--- config.mk ---
export PLATFORM = sky130hd
export DESIGN_NAME = instr_exec
export DESIGN_NICKNAME = d
export VERILOG_FILES = /design/src/rtl/instr_pkg.sv /design/src/rtl/instr_alu.sv /design/src/rtl/instr_exec.sv
export SDC_FILE = /design/constraint.sdc
export NUM_CORES = 1
export LEC_CHECK = 0
export CAP_MARGIN = 25
export CORE_ASPECT_RATIO = 0.8
export CORE_MARGIN = 8
export CORE_UTILIZATION = 55
export DETAILED_ROUTE_END_ITERATION = 7
export PLACE_DENSITY = 0.74
export SLEW_MARGIN = 20
export SYNTH_ARGS = -nofsm -noshare
export SYNTH_HDL_FRONTEND = slang
export SYNTH_SLANG_ARGS = --single-unit
--- constraint.sdc ---
create_clock -name clk -period 3.15 [get_ports clk]
set_clock_uncertainty 0.1 [all_clocks]
set_input_delay 0.315 -clock clk [delete_from_list [all_inputs] [get_ports clk]]
set_output_delay 0.315 -clock clk [all_outputs]
set_load 0.02 [all_outputs]
--- src/rtl/instr_pkg.sv ---
// Shared opcodes, field positions and FSM states for the instr_exec block.
// Optional feature macro: INSTR_EXEC_MUL_EN enables opcode 7 (MUL).
package instr_pkg;

  localparam logic [3:0] OP_NOP = 4'h0;
  localparam logic [3:0] OP_ADD = 4'h1;
  localparam logic [3:0] OP_SUB = 4'h2;
  localparam logic [3:0] OP_AND = 4'h3;
  localparam logic [3:0] OP_OR  = 4'h4;
  localparam logic [3:0] OP_XOR = 4'h5;
  localparam logic [3:0] OP_LDI = 4'h6;
  localparam logic [3:0] OP_MUL = 4'h7;

  localparam int unsigned OpMsb = 15;
  localparam int unsigned OpLsb = 12;
  localparam int unsigned RdMsb = 11;
  localparam int unsigned RdLsb = 8;
  localparam int unsigned RsMsb = 7;
  localparam int unsigned RsLsb = 4;
  localparam int unsigned RtMsb = 3;
  localparam int unsigned RtLsb = 0;

  typedef enum logic [1:0] {StIdle, StRead, StExec, StWb} state_e;

  // True for opcodes that commit their result to rd.
  function automatic logic op_writes(input logic [3:0] op);
    logic wr;
    wr = (op >= OP_ADD) && (op <= OP_LDI);
`ifdef INSTR_EXEC_MUL_EN
    if (op == OP_MUL) wr = 1'b1;
`endif
    return wr;
  endfunction

endpackage

--- src/rtl/instr_alu.sv ---
// Combinational 4-bit datapath for instr_exec.
// Optional feature macro: INSTR_EXEC_MUL_EN adds the 4x4 multiplier.
module instr_alu
  import instr_pkg::*;
(
  input  logic [3:0] op_i,
  input  logic [3:0] a_i,
  input  logic [3:0] b_i,
  input  logic [3:0] imm_i,
  output logic [3:0] y_o,
  output logic       ovf_o
);

  logic [3:0] sum;
  logic [3:0] diff;

  assign sum  = a_i + b_i;
  assign diff = a_i - b_i;

`ifdef INSTR_EXEC_MUL_EN
  logic [7:0] prod;
  assign prod = {4'h0, a_i} * {4'h0, b_i};
`endif

  always_comb begin
    y_o   = 4'h0;
    ovf_o = 1'b0;
    case (op_i)
      OP_ADD: begin
        y_o   = sum;
        ovf_o = (a_i[3] == b_i[3]) && (sum[3] != a_i[3]);
      end
      OP_SUB: begin
        y_o   = diff;
        ovf_o = (a_i[3] != b_i[3]) && (diff[3] != a_i[3]);
      end
      OP_AND: y_o = a_i & b_i;
      OP_OR:  y_o = a_i | b_i;
      OP_XOR: y_o = a_i ^ b_i;
      OP_LDI: y_o = imm_i;
`ifdef INSTR_EXEC_MUL_EN
      OP_MUL: begin
        y_o   = prod[3:0];
        ovf_o = |prod[7:4];
      end
`endif
      default: begin
        y_o   = 4'h0;
        ovf_o = 1'b0;
      end
    endcase
  end

endmodule

--- src/rtl/instr_exec.sv ---
// Multi-cycle 4-bit instruction executor: IDLE -> READ -> EXEC -> WB over a 16x4 register file.
// Optional feature macro: INSTR_EXEC_MUL_EN (opcode 7 = MUL, else illegal).
module instr_exec
  import instr_pkg::*;
#(
  parameter logic [3:0] REG_INIT = 4'h0
) (
  input  logic        clk,
  input  logic        rst_n,
  input  logic [15:0] instruction,
  input  logic        reg_write,
  output logic [3:0]  result,
  output logic        overflow,
  output logic        busy
);

  state_e      state_q;
  logic        reg_write_q;
  logic        armed_q;
  logic [15:0] instr_q;
  logic [3:0]  a_q, b_q, y_q;
  logic        ovf_q;
  logic [3:0]  result_q;
  logic        overflow_q;
  logic        busy_q;
  logic [3:0]  rf_q [16];

  logic       start;
  logic [3:0] alu_y;
  logic       alu_ovf;
  logic [3:0] op, rd, rs, rt;

  assign op = instr_q[OpMsb:OpLsb];
  assign rd = instr_q[RdMsb:RdLsb];
  assign rs = instr_q[RsMsb:RsLsb];
  assign rt = instr_q[RtMsb:RtLsb];

  // armed_q blocks a reg_write level that was already high when reset released.
  assign start = reg_write & ~reg_write_q & armed_q;

  instr_alu u_alu (
    .op_i  (op),
    .a_i   (a_q),
    .b_i   (b_q),
    .imm_i (rt),
    .y_o   (alu_y),
    .ovf_o (alu_ovf)
  );

  always_ff @(posedge clk or negedge rst_n) begin
    if (!rst_n) begin
      state_q     <= StIdle;
      reg_write_q <= 1'b0;
      armed_q     <= 1'b0;
      instr_q     <= 16'h0000;
      a_q         <= 4'h0;
      b_q         <= 4'h0;
      y_q         <= 4'h0;
      ovf_q       <= 1'b0;
      result_q    <= 4'h0;
      overflow_q  <= 1'b0;
      busy_q      <= 1'b0;
      rf_q[0]     <= 4'h0;
      for (int i = 1; i < 16; i++) rf_q[i] <= REG_INIT;
    end else begin
      reg_write_q <= reg_write;
      if (!reg_write) armed_q <= 1'b1;
      case (state_q)
        StIdle: begin
          if (start) begin
            instr_q <= instruction;
            busy_q  <= 1'b1;
            state_q <= StRead;
          end
        end
        StRead: begin
          // rf_q[0] is never written, so r0 always reads as zero.
          a_q     <= rf_q[rs];
          b_q     <= rf_q[rt];
          state_q <= StExec;
        end
        StExec: begin
          y_q     <= alu_y;
          ovf_q   <= alu_ovf;
          state_q <= StWb;
        end
        StWb: begin
          if (op_writes(op) && (rd != 4'h0)) rf_q[rd] <= y_q;
          result_q   <= y_q;
          overflow_q <= ovf_q;
          busy_q     <= 1'b0;
          state_q    <= StIdle;
        end
        default: state_q <= StIdle;
      endcase
    end
  end

  assign result   = result_q;
  assign overflow = overflow_q;
  assign busy     = busy_q;

endmodule

* Yosys cells after proc, flatten, opt, wreduce, memory -nomap -nowiden
Cells that the tools add are included.
** Storage, ports and cells
- Register bits :: 103
- Input bits :: 19
- Output and inout bits :: 6
- Logic and storage cells :: 84
** Cells by class
- Muxes and demuxes :: 15
- Equal/unequal tests :: 14
- Bitwise operators :: 9
- Order comparisons :: 6
- $add $sub $neg :: 2
- Reduce and logical (&&, ||, !) cells :: 11
** Operators by type and width (number)
- $bwmux 64 :: 1
- $bmux 4 s4 :: 2
- $pmux 4 s6 :: 1
- $mux 4 :: 5
- $demux 4 s4 :: 1
- $ge 5x5->1 const B :: 3
- $not 4->5 :: 3
- $eq 4x3->1 const B :: 3
- $eq 4x2->1 const B :: 2
- $pmux 2 s4 :: 1
- $reduce_and 2->1 :: 3
- $logic_and 1x1->1 :: 5
- $lt 5x1->1 const B :: 1
- $add 4x4->4 :: 1
- $and 4x4->4 :: 1
- $eq 2x2->1 const B :: 2
- $eq 4x1->1 const B :: 1
- $ge 4x1->1 const B :: 1
- $le 4x3->1 const B :: 1
- $or 4x4->4 :: 1
- $pmux 1 s2 :: 2
- $reduce_bool 4->1 :: 1
- $sub 4x4->4 :: 1
- $xor 4x4->4 :: 1
- other kinds (10) :: 13

* Logic depth before layout (Yosys ltp)
Gate-level depths: netlist (run 1).
- Depth after elaboration :: 6
- Depth in mapped cells :: 8
- Mapped depth without buffers :: 8

* By module
A second synthesis (run 1) with hierarchy kept.
** Unflattened totals
- Cell total of the unflattened synthesis :: 392
- Area, all modules :: 5684.2 um2
** Modules (own cells, without submodules)
- instr_exec :: cells an instance 319, sequential area each 2577.5 um2, instances 1, area an instance 5118.7 um2
- instr_alu :: cells an instance 73, sequential area each 0.0 um2, instances 1, area an instance 565.5 um2

* Least setup slack after synthesis (run 1)
No wires, ideal clock.
- Path kind :: register to register
- Start :: register a_q[0]
- End :: register y_q[2]
- Data required time :: 2915 ps
- Period minus slack after synthesis :: 1974 ps
- Setup time :: 135 ps
- Stages on the path, launching flop included :: 8
- Slack :: 1176 ps
- Buffers on the path :: 0
- Data arrival time :: 1739 ps
- Cell sequence :: dfrtp_1 > inv_1 > ha_1 > inv_1 > fa_1 > a2111o_1 > a222oi_1 > o22ai_1
** On the way
- Longest elaborated chain between the ends :: 2
- Elaborated cells between the ends (all ways) :: 3
- Classes of those cells :: add/sub: 2; mux: 1
** RTL lines
- start: declaration :: line instr_exec.sv:21 : logic [3:0] a_q, b_q, y_q;
- start signal: assignment :: line instr_exec.sv:78 : a_q <= rf_q[rs];
- $sub 4x4->4 or $add 4x4->4 (tied branches) :: line instr_alu.sv:18, instr_alu.sv:17
- $pmux 4 s6 (*) :: line instr_alu.sv:28 : case (op_i)
- end signal: assignment :: line instr_exec.sv:83 : y_q <= alu_y;
- end: declaration :: line instr_exec.sv:21
Mark *: on every way between the ends. The rest lies on a longest branch, timed or not.
A chain may end at the register's enable or synchronous reset.

* Worst setup path in the final report (run 1)
- Start :: register instr_q[13]
- End :: register rf_q[16] (netlist bit)
** On the way
- Longest elaborated chain between the ends :: 4
- Elaborated cells between the ends (all ways) :: 5
- Classes of those cells :: order compare: 2; reduce/logical: 3
** RTL lines
- start: declaration :: line instr_exec.sv:20 : logic [15:0] instr_q;
- start signal: assignment :: line instr_exec.sv:71 : instr_q <= instruction;
- $ge 4x1->1 or $le 4x3->1 (tied branches) :: line instr_pkg.sv:28 : wr = (op >= OP_ADD) && (op <= OP_LDI);
- $logic_and 1x1->1 (*) :: line instr_pkg.sv:28
- $logic_and 1x1->1 (*) :: line instr_exec.sv:88 : if (op_writes(op) && (rd != 4'h0)) rf_q[rd] <= y_q;
- $reduce_and 2->1 (no source line) (*)
- end signal: indexed assignment :: line instr_exec.sv:88
- end: declaration :: line instr_exec.sv:26 : logic [3:0] rf_q [16];
Marks and branches as above.

==> results of run 1 <==
-- worst min path at each step --
stage                     slack (ns)  cells after the start       end      from
final                           0.30                      0  rf_q[62]  rf_q[62]
after global routing            0.31                      0  rf_q[63]  rf_q[63]
after CTS                       0.30                      0  rf_q[62]  rf_q[62]
after detailed placement        0.28                      0  rf_q[62]  rf_q[62]
after global placement          0.28                      0  rf_q[63]  rf_q[63]
after floorplan                -0.08                      0    a_q[0]     rst_n
-- per-stage QoR --
step / util [%] / cell area [µm²]
2_1_floorplan: - / 5570
3_3_place_gp: 58.4 / 5890
3_5_place_dp: 58.4 / 5890
4_1_cts: 61.5 / 6200
5_1_grt: 61.5 / 6200
6_report: 61.5 / 6200
-- worst reg2reg max path: stages, from the launching register on --
cell	delay (ns)
dfrtp_1	0.53
a21boi_1	0.38
o2111ai_1	0.21
nor3_1	0.63
mux2_2	0.41
-- logic make-up (layout without fill, tap and decap cells) --
| family | Yosys count | count (layout) | share of synthesized area, % |
|---|---|---|---|
| AND/OR/NAND/NOR | 65 | 65 | 6.33 |
| adder cells (fa/ha/maj) | 18 | 18 | 4.31 |
| flip-flops | 103 | 103 | 46.2 |
| multiplexers | 117 | 117 | 30.6 |
| AO/OA/AOI/OAI | 65 | 65 | 7.86 |
| XOR/XNOR | 5 | 5 | 0.786 |
| buffers and inverters | 48 | 65 | 3.84 |
-- state kept, by name, indices dropped and copies added, names as in the netlist --
signal       flops
y_q              4
a_q              4
ovf_q            1
overflow         1
reg_write_q      1
busy             1
instr_q         16
b_q              4
armed_q          1
state_q          2
rf_q            64
result           4
-- power by group through the flow --
stage / logic [mW] / clock network [mW] / registers, mW
2_1_floorplan: 1.81 / 0 / 1.99
3_3_place_gp: 2.00 / 0 / 2.34
3_5_place_dp: 2.05 / 0 / 2.36
4_1_cts: 2.07 / 1.16 / 2.34
5_1_grt: 2.26 / 1.21 / 2.42
6_report: 2.06 / 1.14 / 2.35
-- cells in the mapped netlist, types with 6 or more instances --
master and n:
mux4_2 32, mux2_4 8, mux2_2 77, o22ai_1 13
nand2b_1 6, nor2b_1 14, clkbuf_1 13, dfrtp_1 103
buf_2 6, ha_1 16, a211oi_1 8, nor2_1 11
inv_1 21, nand2_1 21, o21ai_0 12, a21oi_1 14
-- layout make-up --
type	instances	area share, %
repair buffers	28	4.56
multi-input cells	270	44.9
clock inverters	4	0.868
flip-flops and latches	103	41.6
inverters	21	1.27
well taps	140	2.83
clock buffers	12	3.98
-- routing by layer --
layer  track usage, %  vias to the layer above  part of all wire (%)
met2             30.3                      118                    47
met5                0                        -                     0
met4             5.86                        0                   1.5
li1                 -                     1575                     -
met1             26.5                     1856                    45
met3             6.35                       17                   6.9
-- repair_timing --
action | 4_1_cts | 5_1_grt
endpoints found under the setup margin | 0 | 0
resized for setup | 0 | 0
hold endpoints to repair | 103 | 0
hold buffers | 1 | 0
==> run metrics, run 1 <==
status complete, no violations; setup slack, reg-to-reg 0.78 ns; Yosys reg bits 103; ys flop type dfrtp_1; CTS Buf Count 9; Die H 106 µm; number of enable flip-flop cells after synthesis 0; Slew @ Worst Pin 0.918 ns; Syn Inst Count 421; vias 3,566; Max stage delay cell, worst path nor3_1; share of the synthesized area in the top cell type 46.2%; CP peak stage delay 0.63 ns; CP Capture Point rf_q[16]; H-tree lvl count 3; Pwr Total 5.55 mW; CP delay by family, top simple AND/OR/NAND/NOR gates; CTS sink count 103; WP data arrival 2.51 ns; worst reg2reg endpoint rf_q[16]; highest-count cells in the layout ignoring fill and taps dfrtp_1 (103), mux2_2 (77), mux4_2 (32); Critical path buffers and inverters 0; Starting Density 55.3%; clock latency at the later pin of the worst-skew pair 0.35 ns; CTS tree built; commonest non-fill, non-tap cell in the layout dfrtp_1; largest net degree at the start of global routing 104; total negative slack 0 ns; DRT iter0 DRCs 290; Clk network pwr share 20.5%; P_leak 2.76 nW; Placed Cells 561; post-synth cell types 49; CP max FO 11; worst reg2reg path startpoint instr_q[13]; Period minus WS final 2.37 ns; unrepaired setup endpoints after global routing no; Pint 3.43 mW; setup bufs post-CTS 0; gr usage total 19.8%; Rows 33; footprint of the multi-input gates 2780 µm²; DRT Pass-1 Iters 4; chip width 129 µm; kind of end point of the critical path register; Final setup viols 0; antenna cells 0; Worst setup SP type register; layout cells sized above 1 32.2%; DP HPWL 8850 µm; VDD IR max 0.472 mV; Worst setup startpoint instr_q[13]; clock-pin slew on the worst setup and hold paths 0.07 ns; clock buffer depth 2; Flop pwr share 42.3%; Net Switching 2.12 mW; fillers 805; FF+latch area 2580 µm²; final WL 12,800 µm; relative slew slack 38.8%; fin nets 470; GRT Residual Overflow 0; Synth warnings 0; WS Path Type reg -> reg; Hold/Removal Path Class reg -> reg; Buffers on Ports 24; Netlist Area Pre-Place 5570 µm²; Final Hold Fails 0; routed length per placed instance 22.1 µm; root buffer cell clkbuf_16; first-pass GRT wire length 20,600 µm; sequential fraction of the synthesis area 46.2%; final hold slack 0.298 ns; Placement Setup Slack 0.832 ns; Max Clk Rate 422 MHz; setup ws final 0.778 ns; Synth async-reset ratio 100%; Logic pwr share 37.2%; gpl congestion 0.927; vias in the first global route 3,600; Ports 25; Core Footprint 10,100 µm²; post-synth net total 458; top cells by area, synth dfrtp_1 (46%), mux2_2 (16%), mux4_2 (13%); final std cells w/o fill 578; vias per cell 6.17; Req. time, crit path 3.29 ns; PD cells 895 nW/µm²; sw frac 38.2%; die area 13,600 µm²; Routed Antenna Nets 0; max-slew violation count 0; cell taking the most area after synthesis dfrtp_1; worst-path cell chain a21boi_1 > o2111ai_1 > nor3_1 > mux2_2; Remaining DRCs 0; Worst Reg-to-Reg Cells 4; critical path depth 4; Final Cycle Share 75.3%; synthesis-to-layout area growth 11.2%; Avg Inst Size Synth 13.2 µm²; antenna violations before repair 0; maxcap violations 0
No activity file was read; power rests on OpenSTA's default activity.
==> run 2: changes to the inputs <==
Settings changed: PLACE_DENSITY 0.74 to 0.76.
Clock period 3.15 ns to 1.99 ns, I/O delays scaled along.
==> run metrics, run 2 (synthesized netlist as in run 1, its figures left out) <==
status complete, but fails checks; failing checks setup timing; DRT iter0 DRCs 348; DP HPWL 9950 µm; gpl congestion 0.912; layout cells sized above 1 40.3%; GRT Residual Overflow 0; Hold/Removal Path Class in -> async; Req. time, crit path 2.10 ns; routed length per placed instance 22.2 µm; total negative slack -0.149 ns; Net Switching 3.63 mW; CP peak stage delay 0.48 ns; final hold slack 0.269 ns; gr usage total 21.2%; Max stage delay cell, worst path fa_1; first-pass GRT wire length 21,900 µm; Pint 5.89 mW; Starting Density 55.3%; Reg with most FFs rf_q; commonest non-fill, non-tap cell in the layout dfrtp_1; chip width 129 µm; vias in the first global route 3,883; Period minus WS final 2.08 ns; Logic pwr share 45.5%; Ports 25; largest net degree at the start of global routing 49; max-slew violation count 0; CTS tree built; CTS Buf Count 9; final instance area 6560 µm²; PD cells 1450 nW/µm²; clock-pin slew on the worst setup and hold paths 0.07 ns; die area 13,600 µm²; WP data arrival 2.19 ns; Slew @ Worst Pin 0.642 ns; sw frac 38.1%; CP max FO 3; vias per cell 6.13; Rows 33; Core Footprint 10,100 µm²; kind of end point of the critical path register; Worst setup SP type register; antenna violations before repair 0; unrepaired setup endpoints after global routing yes; Final Cycle Share 104%; synthesis-to-layout area growth 17.7%; Clk network pwr share 18.5%; Pwr Total 9.52 mW; maxcap violations 0; setup ws final -0.0862 ns; Buffers on Ports 24; clock buffer depth 2; Remaining DRCs 0; final std cells w/o fill 612; clock latency at the later pin of the worst-skew pair 0.35 ns; Final setup viols 2; vias 3,750; Placed Cells 592; Flop pwr share 36.0%; Die H 106 µm; H-tree lvl count 3; DRT Pass-1 Iters 5; Largest regs rf_q x64, instr_q x16; antenna cells 0; Final Hold Fails 0; Routed Antenna Nets 0; final WL 13,600 µm; worst-path cell chain ha_4 > inv_2 > fa_1 > inv_1 > o2bb2ai_2 > a311oi_1 > a2bb2oi_1 > o22ai_1; Max Clk Rate 482 MHz; P_leak 2.95 nW; highest-count cells in the layout ignoring fill and taps dfrtp_1 (101), mux2_2 (77), mux4_2 (32), buf_4 (32), clkdlybuf4s50_1 (23); WS Path Type reg -> reg; relative slew slack 57.2%; Largest register FFs 64; root buffer cell clkbuf_16; VDD IR max 0.951 mV; CTS sink count 103; Area after DPL 6180 µm²; fin nets 504
-- run 2: changes by cell type in the layout (fill, tap and decap cells not counted), sizes merged --
| cell | change |
|---|---|
| buf | +34 |
-- run 2: path summary, 6_finish.rpt --
check | startpoint | slack, ns | endpoint | cells past startpoint
setup / recovery | b_q[0] | -0.09 | y_q[1] | 8
hold / removal | rst_n | 0.27 | instr_q[1] | 2
setup reg to reg | b_q[0] | -0.09 | y_q[1] | 8
hold reg to reg | rf_q[60] | 0.32 | rf_q[60] | 0
max in group asynchronous | rst_n | 0.87 | b_q[0] | 3
min in group clk | reg_write | 0.28 | reg_write_q | 1
-- run 2: cell type report --
| type | count | area (µm²) |
|---|---|---|
| Clock buffer | 12 | 236 |
| Clock inverter | 4 | 53.8 |
| Fill cell | 770 | 3510 |
| Inverter | 21 | 78.8 |
| Multi-Input combinational cell | 270 | 2840 |
| Sequential cell | 103 | 2580 |
| Tap cell | 140 | 175 |
| Timing Repair Buffer | 62 | 601 |
-- run 2: worst max-delay path, delay by kind of cell, from the launching register on --
| kind | cells | cell delay, ns |
|---|---|---|
| buffers and inverters | 2 | 0.09 |
| AO/OA/AOI/OAI | 4 | 0.72 |
| adder cells (fa/ha/maj) | 2 | 0.63 |
| flip-flops | 1 | 0.42 |
-- run 2: power groups by stage --
stage	clock network [mW]	logic [mW]	registers (mW)
6_report	1.76	4.33	3.43
5_1_grt	1.87	4.69	3.51
4_1_cts	1.79	4.17	3.39
3_5_place_dp	0	4.10	3.42
3_3_place_gp	0	3.96	3.38
2_1_floorplan	0	2.86	3.14
-- run 2: timing repair --
item | in CTS | in global routing
endpoints found under the setup margin | 5 | 21
gates resized for setup | 4 | 14
hold buffers | 1 | 0
endpoints found under the hold margin | 37 | 0
setup buffers | 1 | 2
pin swaps | 1 | 5
-- run 2: layer usage --
layer	GRT usage (%)	routed length, µm	up-vias
li1	-	-	1651
met1	30.3	6080	1925
met2	30.8	6130	156
met3	6.45	1170	18
met4	5.44	179	0
met5	0	0	-
-- run 2: metrics by stage --
step                util, %  setup WS [ns]
finish                 65.1        -0.0862
floorplan                 -         0.0156
detailed placement     61.4         -0.149
CTS                    64.5         -0.124
global route           65.1         -0.145
global placement       61.4        -0.0302
==> run 3: changes to the inputs <==
Settings changed: CORE_UTILIZATION 55 to 61, PLACE_DENSITY 0.76 to 0.8.
Clock period 1.99 ns to 2.3 ns, I/O delays scaled along.
==> run metrics, run 3 (synthesized netlist as in run 1, its figures left out) <==
CP peak stage delay 0.41 ns; Max stage delay cell, worst path dfrtp_1; Starting Density 62.2%; fin nets 489; gpl congestion 0.934; clock latency at the later pin of the worst-skew pair 0.35 ns; WS Path Type reg -> reg; CTS Hold Bufs 1; Remaining DRCs 0; Logic pwr share 40.2%; max-slew violation count 0; Critical path buffers and inverters 2; Clk network pwr share 20.1%; Worst Reg-to-Reg Cells 7; Die H 102 µm; Worst setup SP type register; final std cells w/o fill 572; PD cells 1240 nW/µm²; CP max FO 3; WP data arrival 2.26 ns; DRT iter0 DRCs 368; P_leak 2.87 nW; Placed Cells 555; GRT Residual Overflow 0; CP delay by family, top compound AO/OA/AOI/OAI gates; Req. time, crit path 2.42 ns; clock buffer depth 2; DRT Pass-1 Iters 5; vias per cell 6.58; final hold slack 0.216 ns; antenna cells 0; sw frac 38.5%; maxcap violations 0; Period minus WS final 2.14 ns; CTS sink count 103; CTS Buf Count 9; DP HPWL 9580 µm; Net Switching 3.01 mW; Largest register FFs 64; synthesis-to-layout area growth 13.5%; first-pass GRT wire length 21,800 µm; Pint 4.81 mW; post-cts resize count 0; gr usage total 23.4%; Flop pwr share 39.7%; Core Util, Final 70.6%; Final setup viols 0; Max Clk Rate 467 MHz; vias in the first global route 3,954; relative slew slack 43.2%; root buffer cell clkbuf_16; Most Frequent Cell on Critical Path inv_1; Rows 31; Core Footprint 8960 µm²; total negative slack 0 ns; Hold/Removal Path Class in -> async; routed length per placed instance 23.5 µm; critical path depth 7; H-tree lvl count 3; Slew @ Worst Pin 0.852 ns; Final Cycle Share 93.0%; VDD IR max 1.04 mV; Largest regs rf_q x64, instr_q x16; largest net degree at the start of global routing 54; highest-count cells in the layout ignoring fill and taps dfrtp_1 (103), mux2_2 (77), mux4_2 (32); Ports 25; layout cells sized above 1 35.4%; Buffers on Ports 24; die area 12,500 µm²; chip width 123 µm; commonest non-fill, non-tap cell in the layout dfrtp_1; setup slack, reg-to-reg 0.16 ns; worst reg2reg path startpoint a_q[0]; unrepaired setup endpoints after global routing no; Reg with most FFs rf_q; antenna violations before repair 0; worst-path cell chain inv_1 > ha_1 > inv_1 > fa_1 > a2111o_1 > a222oi_1 > o22ai_1; kind of end point of the critical path register; Pwr Total 7.82 mW; Final Hold Fails 0; vias 3,762; final WL 13,400 µm; worst reg2reg endpoint y_q[2]; clock-pin slew on the worst setup and hold paths 0.07 ns; Routed Antenna Nets 0; setup bufs post-CTS 0; CTS tree built; status complete, no violations
-- run 3: worst max-delay path by stage --
stage | start | end
3_5_place_dp | b_q[0] | y_q[1]
4_1_cts | a_q[0] | y_q[2]
2_1_floorplan | a_q[0] | y_q[2]
5_1_grt | b_q[0] | y_q[1]
6_report | a_q[0] | y_q[2]
3_3_place_gp | b_q[0] | y_q[1]
-- run 3: power by group through the flow --
stage | registers [mW] | logic (mW) | clock network (mW)
after global routing | 3.18 | 3.43 | 1.66
after CTS | 3.08 | 3.13 | 1.60
final | 3.11 | 3.14 | 1.57
after detailed placement | 3.10 | 3.10 | 0
after floorplan | 2.72 | 2.47 | 0
after global placement | 3.06 | 3.00 | 0
-- run 3: layout make-up --
class	instances	area (µm²)
clock inverter	7	78.8
timing repair buffer	47	438
sequential	103	2580
clock buffer	9	225
multi-input combinational	270	2780
fill	608	2640
tap	115	144
inverter	21	78.8
-- run 3: routing by layer --
metal  GRT usage (%)  up-vias  routed length, µm
li1                -     1620                  -
met1            31.4     1953               5840
met2            36.0      168               6280
met3            7.24       21               1120
met4            6.45        0                190
met5               0        -                  0
-- run 3: stage by stage --
stage,area [µm²],worst slack (ns)
3_5_place_dp,6010,0.190
5_1_grt,6320,0.00219
2_1_floorplan,5570,0.326
4_1_cts,6320,0.169
3_3_place_gp,6010,0.265
6_report,6320,0.161
-- run 3: worst register-to-register path: cells and delay by family, from the launching register on --
family	cells	cell delay (ns)
AO/OA/AOI/OAI	3	0.80
adder cells (fa/ha/maj)	2	0.57
buffers and inverters	2	0.15
flip-flops	1	0.41
